**src/rtl/iua_packer.sv**
```systemverilog
// iua_packer: packs 1-4 byte RLE records into dense 32-bit words.
// Drops whole records on stall, flushes partial words on request/idle.
module iua_packer #(
  parameter int          TIMEOUT  = 1024,
  parameter logic [7:0]  PAD_BYTE = 8'h00
) (
  input  logic        clk,
  input  logic        rst_n,
  input  logic [31:0] in_data,
  input  logic [1:0]  in_width,
  input  logic        in_valid,
  input  logic        flush,
  input  logic        ovf_clr,
  output logic [31:0] out_data,
  output logic [1:0]  out_len,
  output logic        out_valid,
  input  logic        out_ready,
  output logic        overflow,
  output logic [15:0] drop_cnt
);

  localparam int IW = (TIMEOUT > 1) ? $clog2(TIMEOUT) : 1;
  localparam logic [IW-1:0] IDLE_MAX = IW'(TIMEOUT - 1);

  logic [23:0]   acc_q, acc_d;
  logic [1:0]    cnt_q, cnt_d;
  logic [31:0]   odata_q, odata_d;
  logic [1:0]    olen_q, olen_d;
  logic          ovalid_q, ovalid_d;
  logic          fp_q, fp_d;
  logic [IW-1:0] idle_q, idle_d;
  logic          ovf_q, ovf_d;
  logic [15:0]   drop_q, drop_d;

  logic          free;
  logic          freq;
  logic [2:0]    n;
  logic [2:0]    t;
  logic [31:0]   rec_m;
  logic [23:0]   acc_m;
  logic [31:0]   pad_w;
  logic [55:0]   cat;
  logic          load;
  logic          emit;
  logic          drop;
  logic [15:0]   drop_base;

  assign free = !ovalid_q | out_ready;
  assign n    = {1'b0, in_width} + 3'd1;
  assign t    = {1'b0, cnt_q} + n;
  assign freq = flush | fp_q | (idle_q == IDLE_MAX);

  // Lane masking: valid record bytes, valid acc bytes, padded flush word.
  always_comb begin
    rec_m = '0;
    acc_m = '0;
    pad_w = {4{PAD_BYTE}};
    for (int i = 0; i < 4; i++) begin
      if (3'(i) < n) rec_m[8*i +: 8] = in_data[8*i +: 8];
    end
    for (int i = 0; i < 3; i++) begin
      if (2'(i) < cnt_q) begin
        acc_m[8*i +: 8] = acc_q[8*i +: 8];
        pad_w[8*i +: 8] = acc_q[8*i +: 8];
      end
    end
    cat = {32'b0, acc_m} | ({24'b0, rec_m} << {cnt_q, 3'b000});
  end

  // Next-state: append/emit/drop records, flush handling, counters.
  always_comb begin
    acc_d    = acc_q;
    cnt_d    = cnt_q;
    odata_d  = odata_q;
    olen_d   = olen_q;
    ovalid_d = ovalid_q;
    fp_d     = fp_q;
    idle_d   = idle_q;
    ovf_d    = ovf_q;
    drop_d   = drop_q;
    load     = 1'b0;
    emit     = 1'b0;
    drop     = 1'b0;

    if (in_valid) begin
      if (!t[2]) begin
        acc_d = cat[23:0];
        cnt_d = t[1:0];
      end else if (free) begin
        odata_d = cat[31:0];
        olen_d  = 2'd3;
        load    = 1'b1;
        acc_d   = cat[55:32];
        cnt_d   = t[1:0];
      end else begin
        drop = 1'b1;
      end
      if (flush) fp_d = 1'b1;
    end else if (freq) begin
      if (cnt_q == 2'd0) begin
        fp_d = 1'b0;
      end else if (free) begin
        odata_d = pad_w;
        olen_d  = cnt_q - 2'd1;
        load    = 1'b1;
        emit    = 1'b1;
        cnt_d   = 2'd0;
        fp_d    = 1'b0;
      end else begin
        fp_d = 1'b1;
      end
    end

    if (load) begin
      ovalid_d = 1'b1;
    end else if (ovalid_q && out_ready) begin
      ovalid_d = 1'b0;
    end

    if (in_valid || (cnt_q == 2'd0) || emit) begin
      idle_d = '0;
    end else if (idle_q != IDLE_MAX) begin
      idle_d = idle_q + IW'(1);
    end

    drop_base = ovf_clr ? 16'd0 : drop_q;
    if (ovf_clr) begin
      ovf_d  = 1'b0;
      drop_d = 16'd0;
    end
    if (drop) begin
      ovf_d  = 1'b1;
      drop_d = (drop_base == 16'hFFFF) ? 16'hFFFF : drop_base + 16'd1;
    end
  end

  // State registers with asynchronous clear.
  always_ff @(posedge clk or negedge rst_n) begin
    if (!rst_n) begin
      acc_q    <= '0;
      cnt_q    <= '0;
      odata_q  <= '0;
      olen_q   <= '0;
      ovalid_q <= 1'b0;
      fp_q     <= 1'b0;
      idle_q   <= '0;
      ovf_q    <= 1'b0;
      drop_q   <= '0;
    end else begin
      acc_q    <= acc_d;
      cnt_q    <= cnt_d;
      odata_q  <= odata_d;
      olen_q   <= olen_d;
      ovalid_q <= ovalid_d;
      fp_q     <= fp_d;
      idle_q   <= idle_d;
      ovf_q    <= ovf_d;
      drop_q   <= drop_d;
    end
  end

  assign out_data  = odata_q;
  assign out_len   = olen_q;
  assign out_valid = ovalid_q;
  assign overflow  = ovf_q;
  assign drop_cnt  = drop_q;

endmodule
```
**config.mk**
```make
export PLATFORM = sky130hd
export DESIGN_NAME = iua_packer
export DESIGN_NICKNAME = d
export VERILOG_FILES = /design/src/rtl/iua_packer.sv
export SDC_FILE = /design/constraint.sdc
export NUM_CORES = 1
export LEC_CHECK = 0
export ABC_AREA = 1
export CAP_MARGIN = 25
export CORE_ASPECT_RATIO = 1.2
export CORE_MARGIN = 5
export CORE_UTILIZATION = 54
export DETAILED_ROUTE_END_ITERATION = 8
export HOLD_SLACK_MARGIN = 0.05
export PLACE_DENSITY = 0.81
export SYNTH_ARGS = -nofsm -noshare
export SYNTH_HDL_FRONTEND = slang
export SYNTH_SLANG_ARGS = --single-unit
```
**constraint.sdc**
```tcl
create_clock -name clk -period 3 [get_ports clk]
set_clock_uncertainty 0.2 [all_clocks]
set_input_delay 0.6 -clock clk [delete_from_list [all_inputs] [get_ports clk]]
set_output_delay 0.6 -clock clk [all_outputs]
set_load 0.03 [all_outputs]
```
==> results of run 1 <==
critical path, stage by stage:
cell and delay, ps:
clkdlybuf4s50_1 480, inv_1 60, ha_1 310, fa_1 430, inv_1 70, nand2_1 80, nand2_4 110, buf_4 170
inv_2 70, nor2_2 150, buf_4 150, a21oi_1 60, a21oi_1 180
registers in the layout, summed over array words and instances, names as in the netlist:
signal and cells:
overflow 1, out_valid 1, cnt_q 2, fp_q 1, out_len 2, out_data 32, acc_q 24, idle_q 10
drop_cnt 16
cell type report:
class	instances	area (um2)
clock buffer	9	225
timing repair buffer	138	1340
sequential	89	2230
fill	834	2890
inverter	49	184
multi-input combinational	634	3000
clock inverter	7	87.6
tap	126	158
power by group:
part / internal (mW) / leakage, nW / total (mW) / switching [mW]
registers: 1.55 / 1.16 / 1.76 / 0.211
clock network: 0.665 / 0.148 / 1.19 / 0.528
logic: 1.02 / 2.25 / 2.78 / 1.76
worst max path at each step:
stage,slack [ps],end,cells past startpoint
after global routing,-6,drop_cnt[6]$_DFF_PN0_,12
after floorplan,440,drop_cnt[12]$_DFF_PN0_,12
after global placement,-120,drop_cnt[12]$_DFF_PN0_,12
after CTS,160,drop_cnt[6]$_DFF_PN0_,12
after detailed placement,-180,drop_cnt[6]$_DFF_PN0_,12
final,160,acc_q[16]$_DFFE_PN0P_,13
stage by stage:
step | hold slack [ps] | area (um2) | instances | setup TNS [ps] | utilization, %
2_1_floorplan | 104 | 5640 | 819 | 0 | -
3_3_place_gp | 262 | 6890 | 1035 | -2180 | 68.2
3_5_place_dp | 266 | 6890 | 1035 | -4520 | 68.2
4_1_cts | 285 | 7210 | 1052 | 0 | 71.3
5_1_grt | 300 | 7220 | 1052 | -7.26 | 71.4
6_report | 286 | 7220 | 1052 | 0 | 71.4
placed cells by master (no fill, tap or decap), types with 4 or more instances in the layout:
cell type	n
a21oi_1	46
buf_12	6
buf_4	41
clkbuf_16	9
clkdlybuf4s50_1	90
dfrtp_1	89
ha_1	9
inv_1	45
nand2_1	257
nand3_1	146
nand4_1	11
nor2_1	73
o211ai_1	4
o21ai_0	56
xor2_1	6
per-layer routing:
| metal | part of all wire [%] | global-route usage, % | up-vias |
|---|---|---|---|
| met3 | 8.0 | 4.47 | 35 |
| li1 | - | - | 2903 |
| met2 | 48 | 43.8 | 300 |
| met1 | 41 | 37.1 | 2883 |
| met5 | 0 | 0 | - |
| met4 | 3.0 | 11.8 | 0 |
timing repair:
item                                   CTS  global route
setup endpoints to repair                0            11
resized for setup                        0             1
endpoints found under the hold margin   36             0
hold buffers                             1             0
kinds of logic after synthesis:
kind of cell	Yosys count	share of synthesized area [%]
compound gates	112	10.3
buf+inv	96	7.45
simple gates	504	39.2
xor+xnor	8	1.24
fa+ha+maj	10	2.35
flops	89	39.5
==> results_dict.tcl, run 1 <==
set metrics [dict create \
    status "finished clean" \
    dieArea_um2 12600 \
    crit_required_ps 3060 \
    yosys.area.top_type "dfrtp_1" \
    ys.flop_type "dfrtp_1" \
    grt_pass1_vias 5711 \
    leakage_nw 3.56 \
    antenna_left 0 \
    synth_cell_types 31 \
    finalSetupViolCount 0 \
    firstDrtPassIters 6 \
    yosys.area.top_type_share_pct 39.5 \
    ff2ff_path_depth 7 \
    drtIter0Drc 561 \
    diodes 0 \
    post_drt_wl_per_cell_um 15.9 \
    portBuffers 91 \
    fmax_mhz 352 \
    grt_util_all_layers_pct 27.6 \
    grt_max_degree 54 \
    drv_cap 0 \
    synth.most_common_cell "nand2_1" \
    synthTopCellsByArea "dfrtp_1 39%, nand2_1 17%, nand3_1 13%, o21ai_0 5.0%, nor2_1 4.9%" \
    fp.dieH_um 122 \
    clkLatencyLatePin_ps 350 \
    synth_warnings 0 \
    route.detailed.drc 0 \
    core_area_um2 10100 \
    drt-total-wl_um 16700 \
    startpoint "in_width[0]" \
    num_io_pins 92 \
    antenna_found_initial 0 \
    power.density_nw_per_um2 795 \
    min_to "acc_q[3]$_DFFE_PN0P_" \
    rows 40 \
    synth_edf_count 0 \
    post-route-period-util_pct 94.7 \
    endpoint_kind "flip-flop" \
    nets 971 \
    period_needed_ps 2840 \
    die_x_um 103 \
    timing.rr.end "idle_q[1]$_DFFE_PN0P_" \
    drive_gt1_share_pct 8.64 \
    syn-instance-count 819 \
    h-tree-depth 3 \
    min_path_cells 2 \
    worstSetupStartpointType "input pin" \
    grt.overflow.total 0 \
    power_mw 5.74 \
    relSlewSlack_pct 67.3 \
    ir_drop_mv 0.522 \
    maxSlewViolCount 0 \
    rsz0062_at_grt "yes" \
    yosysSeqAreaShare_pct 39.5 \
    syn2layout_area_growth_pct 27.9 \
    syn_area_um2 5640 \
    rrSetupSlack_ps 660 \
    critPathKind "input pin to flip-flop" \
    cts_buffers 9 \
    worst_slack_ps 159 \
    min_path_type "flip-flop to flip-flop" \
    netlist_top_cells_count "257 x nand2_1, 146 x nand3_1, 89 x dfrtp_1, 74 x nor2_1, 56 x o21ai_0" \
    cts.sinks 89 \
    async_reset_ff_share_pct 100 \
    cts_max_path_buffers 2 \
    r2r_start "cnt_q[0]$_DFFE_PN0P_" \
    ys_seq_elements 89 \
    via_count 6121 \
    start_util_pct 55.8 \
    post_cts_buffers 0 \
    finalHoldViolations 0 \
    hpwl_um 12400 \
    hp-start "acc_q[3]$_DFFE_PN0P_" \
    tritoncts "built" \
    worst_pin_slew_ps 491 \
    gp_congestion 0.934 \
    synth_fp_nets 869 \
    grt_pass1_wl_um 27800 \
    clockRootBuffer "clkbuf_16" \
    arrival_ps 2900 \
    clkTransAtPathRegs_ps 70 \
    syn_area_per_cell_um2 6.89 \
    post_drt_via_cell_ratio 5.82 \
    post-place-ws_ps -184 \
    worstPathMaxFanout 9 \
]
Note: power is estimated with default switching activity, not from simulation.
==> run 2: changes to the inputs <==
ABC_AREA = unset   (was 1)
CORE_UTILIZATION = 53   (was 54)
PLACE_DENSITY = 0.8   (was 0.81)
==> run 2 against run 1 <==
Area after synthesis down 9.6%; via count down 15%; clock-buffer cell count is 1 higher; routed wire length decreased by 4.3%; total power is 11% higher; fmax is 2.8% lower; critical path depth fell by 3; combinational power up 20%.
==> results_dict.tcl, run 2 <==
set metrics [dict create \
    finalSetupViolCount 0 \
    antenna_left 0 \
    syn_area_um2 5100 \
    num_io_pins 92 \
    cts_hold_buf 0 \
    antenna_found_initial 0 \
    largest_reg_flops 32 \
    netlist_top_cells_count "89 x dfrtp_1, 68 x a21oi_1, 63 x nor2_1, 50 x nand2_1, 43 x o21ai_0" \
    synth_edf_count 0 \
    post_drt_wl_per_cell_um 19.3 \
    post-route-period-util_pct 97.4 \
    synth_warnings 0 \
    core_area_um2 9470 \
    leakage_nw 2.80 \
    grt_util_all_layers_pct 27.7 \
    grt.overflow.total 0 \
    relSlewSlack_pct 35.1 \
    synth_fp_nets 639 \
    diodes 0 \
    tritoncts "built" \
    ys_seq_elements 89 \
    yosys.area.top_type "dfrtp_1" \
    arrival_ps 2990 \
    drtIter0Drc 417 \
    dieArea_um2 11700 \
    endpoint_kind "flip-flop" \
    drv_cap 0 \
    clockRootBuffer "clkbuf_16" \
    layout_common_cells "89 x dfrtp_1, 89 x clkdlybuf4s50_1, 68 x a21oi_1" \
    worstSetupStartpointType "input pin" \
    critPathKind "input pin to flip-flop" \
    clkTransAtPathRegs_ps 60 \
    fp.dieH_um 117 \
    rrSetupSlack_ps 350 \
    hpwl_um 11700 \
    async_reset_ff_share_pct 100 \
    min_path_type "input pin to asynchronous set/reset pin" \
    firstDrtPassIters 6 \
    post_drt_via_cell_ratio 6.25 \
    via_count 5180 \
    grt_max_degree 46 \
    grt_pass1_wl_um 25900 \
    ys.flop_type "dfrtp_1" \
    gp_congestion 0.901 \
    maxSlewViolCount 0 \
    clkLatencyLatePin_ps 350 \
    syn_area_per_cell_um2 8.66 \
    status "finished clean" \
    drt-total-wl_um 16000 \
    rows 39 \
    ff2ff_path_depth 10 \
    syn2layout_area_growth_pct 33.5 \
    power.density_nw_per_um2 933 \
    route.detailed.drc 0 \
    ir_drop_mv 0.585 \
    finalHoldViolations 0 \
    grt_pass1_vias 5215 \
    worst_pin_slew_ps 966 \
    portBuffers 91 \
    synth.most_common_cell "dfrtp_1" \
    yosysSeqAreaShare_pct 43.7 \
    cts_buffers 9 \
    yosys.area.top_type_share_pct 43.7 \
    fmax_mhz 342 \
    die_x_um 99.5 \
    start_util_pct 53.9 \
    crit_required_ps 3060 \
    synthTopCellsByArea "dfrtp_1 44%, a21oi_1 6.7%, nor2_1 4.6%, o21ai_0 4.2%, nand2_1 3.7%" \
    syn-instance-count 589 \
    worstPathMaxFanout 9 \
    synth_cell_types 49 \
    fin_util_pct 71.9 \
    h-tree-depth 3 \
    nets 751 \
    fin_tns_setup_ps 0 \
    cts_max_path_buffers 2 \
    cts.sinks 89 \
    drive_gt1_share_pct 11.0 \
    period_needed_ps 2920 \
]
[run 2: kinds of logic (layout without fill, tap and decap cells)]
family | count (synthesis) | after routing | synth area share, %
AO/OA/AOI/OAI | 185 | 185 | 22.3
XOR/XNOR | 14 | 14 | 2.55
AND/OR/NAND/NOR | 227 | 227 | 22.2
flip-flops | 89 | 89 | 43.7
adder cells (fa/ha/maj) | 10 | 10 | 2.60
multiplexers | 13 | 13 | 2.58
buffers and inverters | 51 | 168 | 4.17
[run 2: critical path: stages]
cell and delay (ps):
clkdlybuf4s50_1 490, inv_1 90, ha_2 200, fa_2 460, xor2_4 200, buf_4 170, buf_4 160, nor3_1 310
a21oi_1 150, o21ai_0 160
[run 2: repair_timing]
| item | 4_1_cts | 5_1_grt |
|---|---|---|
| pin swaps | 2 | 5 |
| setup buffers | 2 | 3 |
| cloned | 0 | 2 |
| resized for setup | 4 | 15 |
| setup endpoints to repair | 61 | 65 |
[run 2: area by class of cell]
type	instances	area (um2)
well taps	123	154
clock inverters	6	66.3
flip-flops and latches	89	2230
clock buffers	10	229
inverters	16	60.1
fillers	717	2660
repair buffers	136	1340
multi-input cells	449	2730
[run 2: path summary, 6_finish.rpt]
check / endpoint / from
max in group asynchronous: acc_q[15]$_DFFE_PN0P_ / rst_n
max reg2reg: out_data[16]$_DFFE_PN0P_ / cnt_q[0]$_DFFE_PN0P_
min in group clk: acc_q[6]$_DFFE_PN0P_ / acc_q[6]$_DFFE_PN0P_
min reg2reg: acc_q[6]$_DFFE_PN0P_ / acc_q[6]$_DFFE_PN0P_
max: acc_q[4]$_DFFE_PN0P_ / in_width[0]
min: drop_cnt[2]$_DFF_PN0_ / rst_n
[run 2: layer usage]
layer	vias to the layer above	track usage [%]	share of wire [%]
met3	55	3.32	5.4
met2	245	46.8	51
met1	2501	33.9	39
met4	0	15.0	4.5
met5	-	0	0
li1	2379	-	-
[run 2: stage by stage]
| step | area, um2 | hold WS, ps | power, mW | cells | worst slack, ps |
|---|---|---|---|---|---|
| after detailed placement | 6340 | 258 | 5.04 | 806 | -555 |
| after floorplan | 5100 | 104 | 3.83 | 589 | 18.2 |
| final | 6810 | 56.5 | 6.35 | 829 | 78.0 |
| after CTS | 6670 | 77.6 | 6.22 | 824 | 26.8 |
| after global routing | 6810 | 96.5 | 6.75 | 829 | -12.0 |
| after global placement | 6340 | 253 | 4.95 | 806 | -508 |
[run 2: where the power goes]
part           switching, mW  internal [mW]  total [mW]
sequential             0.260           1.63        1.89
combinational           2.01           1.34        3.34
clock                  0.477          0.649        1.13
==> run 3: changes to the inputs <==
CTS_CLUSTER_SIZE = 40   (was unset)
==> results of run 3 <==
Same layout as run 2: the final DEF is identical, and so are final timing and power.
